## config.mk

```make
export PLATFORM = sky130hd
export DESIGN_NAME = piso32_tx
export DESIGN_NICKNAME = d
export VERILOG_FILES = /design/src/rtl/piso32_tx_pkg.sv /design/src/rtl/piso_shreg.sv /design/src/rtl/piso32_tx.sv
export SDC_FILE = /design/constraint.sdc
export NUM_CORES = 1
export LEC_CHECK = 0
export ABC_AREA = 1
export ABC_CLOCK_PERIOD_IN_PS = 2800
export BUFFER_PORTS_ARGS = -buffer_cell sky130_fd_sc_hd__buf_2
export CORE_UTILIZATION = 55
export CTS_CLUSTER_SIZE = 12
export DETAILED_ROUTE_END_ITERATION = 10
export PLACE_DENSITY = 0.79
export RECOVER_POWER = 50
export SKIP_LAST_GASP = 1
export SLEW_MARGIN = 20
export SYNTH_ARGS = -nofsm -noshare
export SYNTH_HDL_FRONTEND = slang
export SYNTH_HIERARCHICAL = 1
export SYNTH_SLANG_ARGS = --single-unit
```

## constraint.sdc

```tcl
create_clock -name clk -period 2.8 [get_ports clk]
set_input_delay 0.28 -clock clk [delete_from_list [all_inputs] [get_ports clk]]
set_output_delay 0.28 -clock clk [all_outputs]
set_load 0.02 [all_outputs]
```

## src/rtl/piso32_tx_pkg.sv

```systemverilog
// Shared types and constants for the piso32_tx serial transmitter.
//   state_e    : transmitter FSM state (IDLE / SHIFT)
//   DEF_WIDTH  : default word width
//   cnt_width  : bit-counter width for a given word width
package piso32_tx_pkg;

  typedef enum logic {
    ST_IDLE  = 1'b0,
    ST_SHIFT = 1'b1
  } state_e;

  localparam int unsigned DEF_WIDTH = 32;

  // Counter must index 0..w-1; never narrower than one bit.
  function automatic int unsigned cnt_width(input int unsigned w);
    return (w <= 32'd2) ? 32'd1 : 32'($clog2(w));
  endfunction

endpackage

```

## src/rtl/piso_shreg.sv

```systemverilog
// Parallel-load shift register with a single serial tap.
//   clk, rst   : clock, asynchronous active-low clear
//   load       : capture load_data
//   load_data  : parallel word
//   shift      : move one bit toward the tap end, zero-filling
//   clear      : synchronous clear to zero
//   tap        : serial output bit (bit 0, or bit WIDTH-1 when MSB_FIRST)
module piso_shreg
  import piso32_tx_pkg::*;
#(
  parameter int unsigned WIDTH     = DEF_WIDTH,
  parameter bit          MSB_FIRST = 1'b0
) (
  input  logic             clk,
  input  logic             rst,
  input  logic             load,
  input  logic [WIDTH-1:0] load_data,
  input  logic             shift,
  input  logic             clear,
  output logic             tap
);

  logic [WIDTH-1:0] reg_q;
  logic [WIDTH-1:0] reg_d;

  // Clear wins over load, load wins over shift.
  always_comb begin
    reg_d = reg_q;
    if (clear) begin
      reg_d = '0;
    end else if (load) begin
      reg_d = load_data;
    end else if (shift) begin
      if (MSB_FIRST) begin
        reg_d = {reg_q[WIDTH-2:0], 1'b0};
      end else begin
        reg_d = {1'b0, reg_q[WIDTH-1:1]};
      end
    end
  end

  always_ff @(posedge clk or negedge rst) begin
    if (!rst) begin
      reg_q <= '0;
    end else begin
      reg_q <= reg_d;
    end
  end

  assign tap = MSB_FIRST ? reg_q[WIDTH-1] : reg_q[0];

endmodule

```

## src/rtl/piso32_tx.sv

```systemverilog
// Parallel-in/serial-out transmitter with valid/ready input and framed serial output.
//   clk, rst    : clock, asynchronous active-low reset
//   in_data     : word to transmit, sampled on accept
//   in_valid    : in_data is valid
//   in_ready    : a word can be accepted this cycle (depends on shift_en)
//   shift_en    : advance-one-bit strobe
//   sout        : serial data bit
//   sout_valid  : sout carries a frame bit
//   sout_first  : first bit of the frame
//   sout_last   : last bit of the frame
module piso32_tx
  import piso32_tx_pkg::*;
#(
  parameter int unsigned WIDTH     = DEF_WIDTH,
  parameter bit          MSB_FIRST = 1'b0
) (
  input  logic             clk,
  input  logic             rst,
  input  logic [WIDTH-1:0] in_data,
  input  logic             in_valid,
  output logic             in_ready,
  input  logic             shift_en,
  output logic             sout,
  output logic             sout_valid,
  output logic             sout_first,
  output logic             sout_last
);

  localparam int unsigned CW = cnt_width(WIDTH);
  localparam logic [CW-1:0] LAST = CW'(WIDTH - 1);

  state_e        state_q;
  state_e        state_d;
  logic [CW-1:0] cnt_q;
  logic [CW-1:0] cnt_d;

  logic sr_load;
  logic sr_shift;
  logic sr_clear;
  logic sr_tap;
  logic last_bit;
  logic accept;

  piso_shreg #(
    .WIDTH     (WIDTH),
    .MSB_FIRST (MSB_FIRST)
  ) u_shreg (
    .clk       (clk),
    .rst       (rst),
    .load      (sr_load),
    .load_data (in_data),
    .shift     (sr_shift),
    .clear     (sr_clear),
    .tap       (sr_tap)
  );

  // State and counter registers.
  always_ff @(posedge clk or negedge rst) begin
    if (!rst) begin
      state_q <= ST_IDLE;
      cnt_q   <= '0;
    end else begin
      state_q <= state_d;
      cnt_q   <= cnt_d;
    end
  end

  // Next state, counter and shift-register controls.
  always_comb begin
    state_d  = state_q;
    cnt_d    = cnt_q;
    sr_load  = 1'b0;
    sr_shift = 1'b0;
    sr_clear = 1'b0;
    unique case (state_q)
      ST_IDLE: begin
        if (accept) begin
          state_d = ST_SHIFT;
          cnt_d   = '0;
          sr_load = 1'b1;
        end
      end
      ST_SHIFT: begin
        if (shift_en) begin
          if (cnt_q < LAST) begin
            sr_shift = 1'b1;
            cnt_d    = cnt_q + CW'(1);
          end else if (accept) begin
            // Gapless reload on the last-bit edge.
            sr_load = 1'b1;
            cnt_d   = '0;
          end else begin
            state_d  = ST_IDLE;
            sr_clear = 1'b1;
            cnt_d    = '0;
          end
        end
      end
      default: begin
        state_d = ST_IDLE;
      end
    endcase
  end

  // Outputs: frame flags decode registered state; in_ready also sees shift_en.
  always_comb begin
    sout_valid = (state_q == ST_SHIFT);
    last_bit   = sout_valid && (cnt_q == LAST);
    sout       = sout_valid & sr_tap;
    sout_first = sout_valid && (cnt_q == '0);
    sout_last  = last_bit;
    in_ready   = (state_q == ST_IDLE) || (last_bit && shift_en);
    accept     = in_valid && in_ready;
  end

endmodule

```

Yosys cells after proc, flatten, opt, wreduce, memory -nomap -nowiden:

Cells that the tools add are included.

* output and inout port bits: 5
* register bits after elaboration: 38
* bits of input ports: 36

* bitwise logic cells: 2
* equal/unequal tests: 3
* reduce and logical (&&, ||, !) cells: 8
* $lt $le $gt $ge: 1
* add/subtract/negate cells: 1
* muxes and demuxes: 21

Operators with widths (count)
* two-way mux 32 bit: 3
* two-way mux 5 bit: 3
* two-way mux 1 bit: 12
* one-hot mux 5 bit (2 select lines): 1
* adder 5 x 1 -> 5 bit, second input constant: 1
* equality test 5 bit, second input constant: 1
* logical NOT 5 bit: 1
* < comparator 5 bit, second input constant: 1
* logical AND 1 bit: 4
* != test 2 bit, second input constant: 2
* one-hot mux 1 bit (2 select lines): 2
* nonzero test 3 bit: 1
* AND reduction 2 bit: 1
* AND 1 bit: 1
* logical OR 1 bit: 1
* NOT 1 bit: 1

Longest topological paths before layout:

* depth after elaboration: 11
* gate-level depth with buffers: 15
* depth with buffers taken out: 13

Hierarchy:

Netlist, hierarchy kept.

By module, submodules not included
* piso_shreg: cells an instance 241, area each 1705.4 µm², sequential area each 800.8 µm², times used 1
* piso32_tx: cells an instance 57, area each 420.4 µm², sequential area each 150.1 µm², times used 1

Worst setup path before layout:

No wires, ideal clock.

* path kind: flip-flop to flip-flop
* start: register cnt_q[0]
* end: register u_shreg.reg_q[10]
* path slack: 841 ps
* required time: 2684 ps
* arrival: 1842 ps
* stages on the path, launching flop included: 16
* setup time: 116 ps
* buffers on the path: 2
* cells stage by stage: dfrtp_1 ha_1 nand2_1 nor2_1 ha_1 nand2_1 a21boi_1 inv_1 a21oi_2 buf_6 inv_2 buf_2 nand2_1 nand2_1 nand2_1 nand2_1

* word-level cells in the longest chain between the ends: 11
* elaborated cells between the ends (all ways): 20
* classes of those cells: order compare (1); eq/ne (1); mux (13); reduce/logical (5)

Ends and longest elaborated chain
* start: declaration: line piso32_tx.sv:34 `logic [CW-1:0] cnt_q;`
* start signal: assignment: line piso32_tx.sv:64 `cnt_q <= cnt_d;`
* equality test 5 bit: line piso32_tx.sv:108 `last_bit = sout_valid && (cnt_q == LAST);`
* logical AND 1 bit: line piso32_tx.sv:108
* logical AND 1 bit: line piso32_tx.sv:112 `in_ready = (state_q == ST_IDLE) || (last_bit && shift_en);`
* logical OR 1 bit: line piso32_tx.sv:112
* logical AND 1 bit: line piso32_tx.sv:113 `accept = in_valid && in_ready;`
* two-way mux 1 bit: line piso32_tx.sv:77, piso32_tx.sv:88
* two-way mux 1 bit: line piso32_tx.sv:85 `if (cnt_q < LAST) begin`
* two-way mux 1 bit: line piso32_tx.sv:84 `if (shift_en) begin`
* one-hot mux 1 bit (2 select lines) (*): line piso32_tx.sv:75 `unique case (state_q)`
* named net sr_load: line piso32_tx.sv:37 `logic sr_load;`
* two-way mux 32 bit: line piso_shreg.sv:31 `end else if (load) begin`
* two-way mux 32 bit: line piso_shreg.sv:29 `if (clear) begin`
* end signal: assignment: line piso_shreg.sv:46 `reg_q <= reg_d;`
* end: declaration: line piso_shreg.sv:23 `logic [WIDTH-1:0] reg_q;`

Mark *: on every way through the listed nets, which the timed path passes. The rest lies on a longest branch.
A chain may end at the register's enable or synchronous reset.

Worst setup path in the final report:

* start: register cnt_q[0]
* end: register u_shreg.reg_q[23]

Same word-level chain as after synthesis.

==> qor.log <==
qor: cts.cts_tree done
qor: drt.route.vias.total 1976
qor: die.die_outline_area 4120 sq um
qor: cts.post_cts_hold_buffer_count 0
qor: timing.setup_total_negative_slack 0 ps
qor: placement.placed_instances 372
qor: synthesis.biggest_area_consumer_among_synthesized_cells sky130_fd_sc_hd__dfrtp_1
qor: placement.gpl_congestion 0.856
qor: worst_setup_path.worst-path-max-fanout 31
qor: worst_hold_path.hold-path-cell-count 3
qor: worst_hold_path.worst_hold_path_type primary input to register
qor: global_routing.globalRoute.totalOverflow 0
qor: drt.drtAntennaViolNets 0
qor: cells_and_area.multiInputGateArea 1010 sq um
qor: cells_and_area.final_layout_size_suffix_gt1_frac 0.172
qor: die.fp-row-count 22
qor: synthesis.synth_area_per_cell 7.13 sq um
qor: worst_setup_path.slowest_stage sky130_fd_sc_hd__dfrtp_1
qor: drt.routedWlPerCell 11.5 um
qor: timing.max_slew_margin -0.307
qor: cells_and_area.stdcell_area 2400 sq um
qor: synthesis.synth-seq-cells 38
qor: worst_setup_path.crit_cells 14
qor: timing.hold_viol 0
qor: synthesis.netlist_instances 298
qor: pwr.pwr_density_cell 729 nW/um^2
qor: pwr.largest_voltage_drop_on_the_vdd_net 614 uV
qor: cts.worst_setup_hold_path_clk_slew 70 ps
qor: worst_setup_path.crit_path_max_incr_delay 450 ps
qor: global_routing.grt_pass1_vias 1779
qor: cts.worst_skew_pair.late_latency 280 ps
qor: synthesis.synthDominantCellAreaShare 0.447
qor: synthesis.synth.yosys.warnings 6
qor: flow_run.max_capacitance_violation_count 1
qor: timing.period_share 0.900
qor: pwr.p_leak 0.00143 uW
qor: cells_and_area.layout.core_utilization 0.650
qor: drt.drc 0
qor: cts.number_of_gates_resized_after_cts 0
qor: cells_and_area.syn2layout_area_growth 12.7%
qor: cells_and_area.fillerInstances 342
qor: cells_and_area.final_cell_count_no_fill 380
qor: timing.transition_time_at_the_pin_with_the_least_slew_margin 1960 ps
qor: synthesis.synth_area_leaders sky130_fd_sc_hd__dfrtp_1, sky130_fd_sc_hd__nand2_1, sky130_fd_sc_hd__nand3_1
qor: cells_and_area.final-seq-area 951 sq um
qor: placement.place_area 2310 sq um
qor: die.die_w 64.2 um
qor: global_routing.globalRouteTotalUtil 0.244
qor: drt.routed_via_density 5.20
qor: drt.detailed_router_iteration_count_before_antenna_repair 4
qor: global_routing.grt_start_max_net_pins 39
qor: cts.post-cts-setup-buffer-count 0
qor: timing.grt_setup_unrepaired no
qor: cts.cts.sinks 38
qor: timing.clock_skew 1.12 ps
qor: synthesis.postSynthNetCount 337
qor: outcome.failing_checks capacitance limit, slew limit
qor: worst_setup_path.worst_setup_path_start_kind register
qor: die.initial_utilization 0.576
qor: timing.finalWorstPathRequiredPeriod 2520 ps
qor: worst_setup_path.cpLargestDelayFamily buffers and inverters
qor: die.core_region_area 3690 sq um
qor: placement.port-buffer-count 40
qor: cts.cts_inserted_buffers 5
qor: worst_setup_path.timing.critical_path.to_type register
qor: worst_setup_path.worst_ep_required 2970 ps
qor: die.io-pin-count 41
qor: cts.cts.htree.levels 2
qor: worst_setup_path.cp.buffers_inverters 3
qor: synthesis.post_synth_design_cell_area 2130 sq um
qor: pwr.post-layout-total-power 1750 uW
qor: timing.fmaxAchievable 397 MHz
qor: placement.dp_hpwl 2.89 mm
qor: outcome.outcome complete, but fails checks
qor: synthesis.ys_types 20
qor: worst_setup_path.logic_depth_of_the_worst_register_to_register_path 14
qor: worst_setup_path.crit_path_frequent_cell sky130_fd_sc_hd__nand2_1
qor: worst_setup_path.worstPathCellList ha_1, nand2_1, nor2_1, ha_1, nand2_1, a21boi_1, inv_1, a21oi_4, buf_4, inv_2, nand2_1, nand2_1, nand2_1, nand2_1
qor: worst_setup_path.cp.arrival 2690 ps
qor: worst_setup_path.criticalPathCategory register to register
qor: global_routing.grt_antenna_before_repair 0
qor: cells_and_area.fin_nets 370
qor: drt.dr_iter_0_viols 107
qor: timing.setup_viol 0
qor: cts.maximum_buffer_depth_of_the_clock_tree 2
qor: timing.final-max-slew-violation-count 39
qor: synthesis.ys_seq_area_frac 0.447
qor: die.die_height 64.2 um
qor: drt.drt-total-wl 4.38 mm
qor: global_routing.grt_pass1_wl 7.73 mm
qor: cells_and_area.antennaDiodeCount 0
qor: cts.root_buffer sky130_fd_sc_hd__clkbuf_8
[kinds of logic after synthesis]
kind of cell,share of synthesized area
buf+inv,0.0789
fa+ha+maj,0.0177
simple gates,0.434
compound gates,0.0218
flops,0.447
[power breakdown]
group | switching [uW] | internal [uW] | total, uW | leakage (uW)
Sequential | 123 | 704 | 828 | 0.000515
Combinational | 327 | 209 | 536 | 0.000863
Clock | 185 | 199 | 383 | 0.0000482
[worst min-delay path: stages]
cell and delay (ps):
sky130_fd_sc_hd__buf_2 80, sky130_fd_sc_hd__nand3_1 70, sky130_fd_sc_hd__nand2_1 60
[registers in the layout, indices dropped and copies added (netlist names)]
name           cells
sout_valid         1
u_shreg/reg_q     32
cnt_q              5
[cell type report]
type                    instances  share of cell area
clock inverters                 1             0.00209
well taps                      48              0.0251
clock buffers                   7              0.0360
inverters                      12              0.0188
flip-flops and latches         38               0.397
multi-input cells             231               0.423
repair buffers                 43              0.0976
[synthesized netlist by cell type]
master,instances
sky130_fd_sc_hd__o21ai_0,5
sky130_fd_sc_hd__a21oi_1,1
sky130_fd_sc_hd__inv_1,11
sky130_fd_sc_hd__nand2_2,2
sky130_fd_sc_hd__buf_2,8
sky130_fd_sc_hd__nor2_1,3
sky130_fd_sc_hd__buf_4,5
sky130_fd_sc_hd__nor3_1,1
sky130_fd_sc_hd__a21boi_1,1
sky130_fd_sc_hd__nand3_1,39
sky130_fd_sc_hd__dfrtp_1,38
sky130_fd_sc_hd__ha_1,3
sky130_fd_sc_hd__nor2_4,2
sky130_fd_sc_hd__buf_6,4
sky130_fd_sc_hd__inv_2,1
sky130_fd_sc_hd__nand4_1,2
sky130_fd_sc_hd__nor2_8,1
sky130_fd_sc_hd__a21oi_2,1
sky130_fd_sc_hd__nor3_2,1
sky130_fd_sc_hd__nand2_1,169
[per-stage QoR]
step                      hold slack [ps]  setup slack (ps)
after floorplan                     -15.6               841
after global placement                438               428
after detailed placement              429               329
after CTS                             121               281
after global routing                  264              5.22
final                                 249               280
[per-layer routing]
layer	global-route usage	part of all wire
met4	0.0972	0.011
met5	0	0
met2	0.384	0.47
met1	0.321	0.45
met3	0.0607	0.068
[path summary, 6_finish.rpt]
kind,startpoint,endpoint,slack (ps)
max,cnt_q[0],u_shreg/reg_q[23],280
min,in_data[31],u_shreg/reg_q[31],250
max reg2reg,cnt_q[0],u_shreg/reg_q[23],280
min reg2reg,u_shreg/reg_q[31],u_shreg/reg_q[31],500
max in group asynchronous,rst,u_shreg/reg_q[19],1140
min in group asynchronous,rst,u_shreg/reg_q[4],540
[placed cells by master (no fill, tap or decap)]
cell	instances
sky130_fd_sc_hd__buf_12	1
sky130_fd_sc_hd__clkbuf_1	2
sky130_fd_sc_hd__o21ai_0	5
sky130_fd_sc_hd__nor3_1	1
sky130_fd_sc_hd__inv_1	11
sky130_fd_sc_hd__a21oi_1	1
sky130_fd_sc_hd__nand2_1	169
sky130_fd_sc_hd__buf_4	2
sky130_fd_sc_hd__nor3_2	1
sky130_fd_sc_hd__nor2_8	1
sky130_fd_sc_hd__ha_1	3
sky130_fd_sc_hd__nand4_1	2
sky130_fd_sc_hd__clkbuf_8	6
sky130_fd_sc_hd__clkinv_2	1
sky130_fd_sc_hd__nor2_1	3
sky130_fd_sc_hd__nand2_2	2
sky130_fd_sc_hd__a21oi_4	1
sky130_fd_sc_hd__a21boi_1	1
sky130_fd_sc_hd__buf_2	39
sky130_fd_sc_hd__nor2_4	2
sky130_fd_sc_hd__nand3_1	39
sky130_fd_sc_hd__dfrtp_1	38
sky130_fd_sc_hd__inv_2	1
No activity file was read; power rests on OpenSTA's default activity.
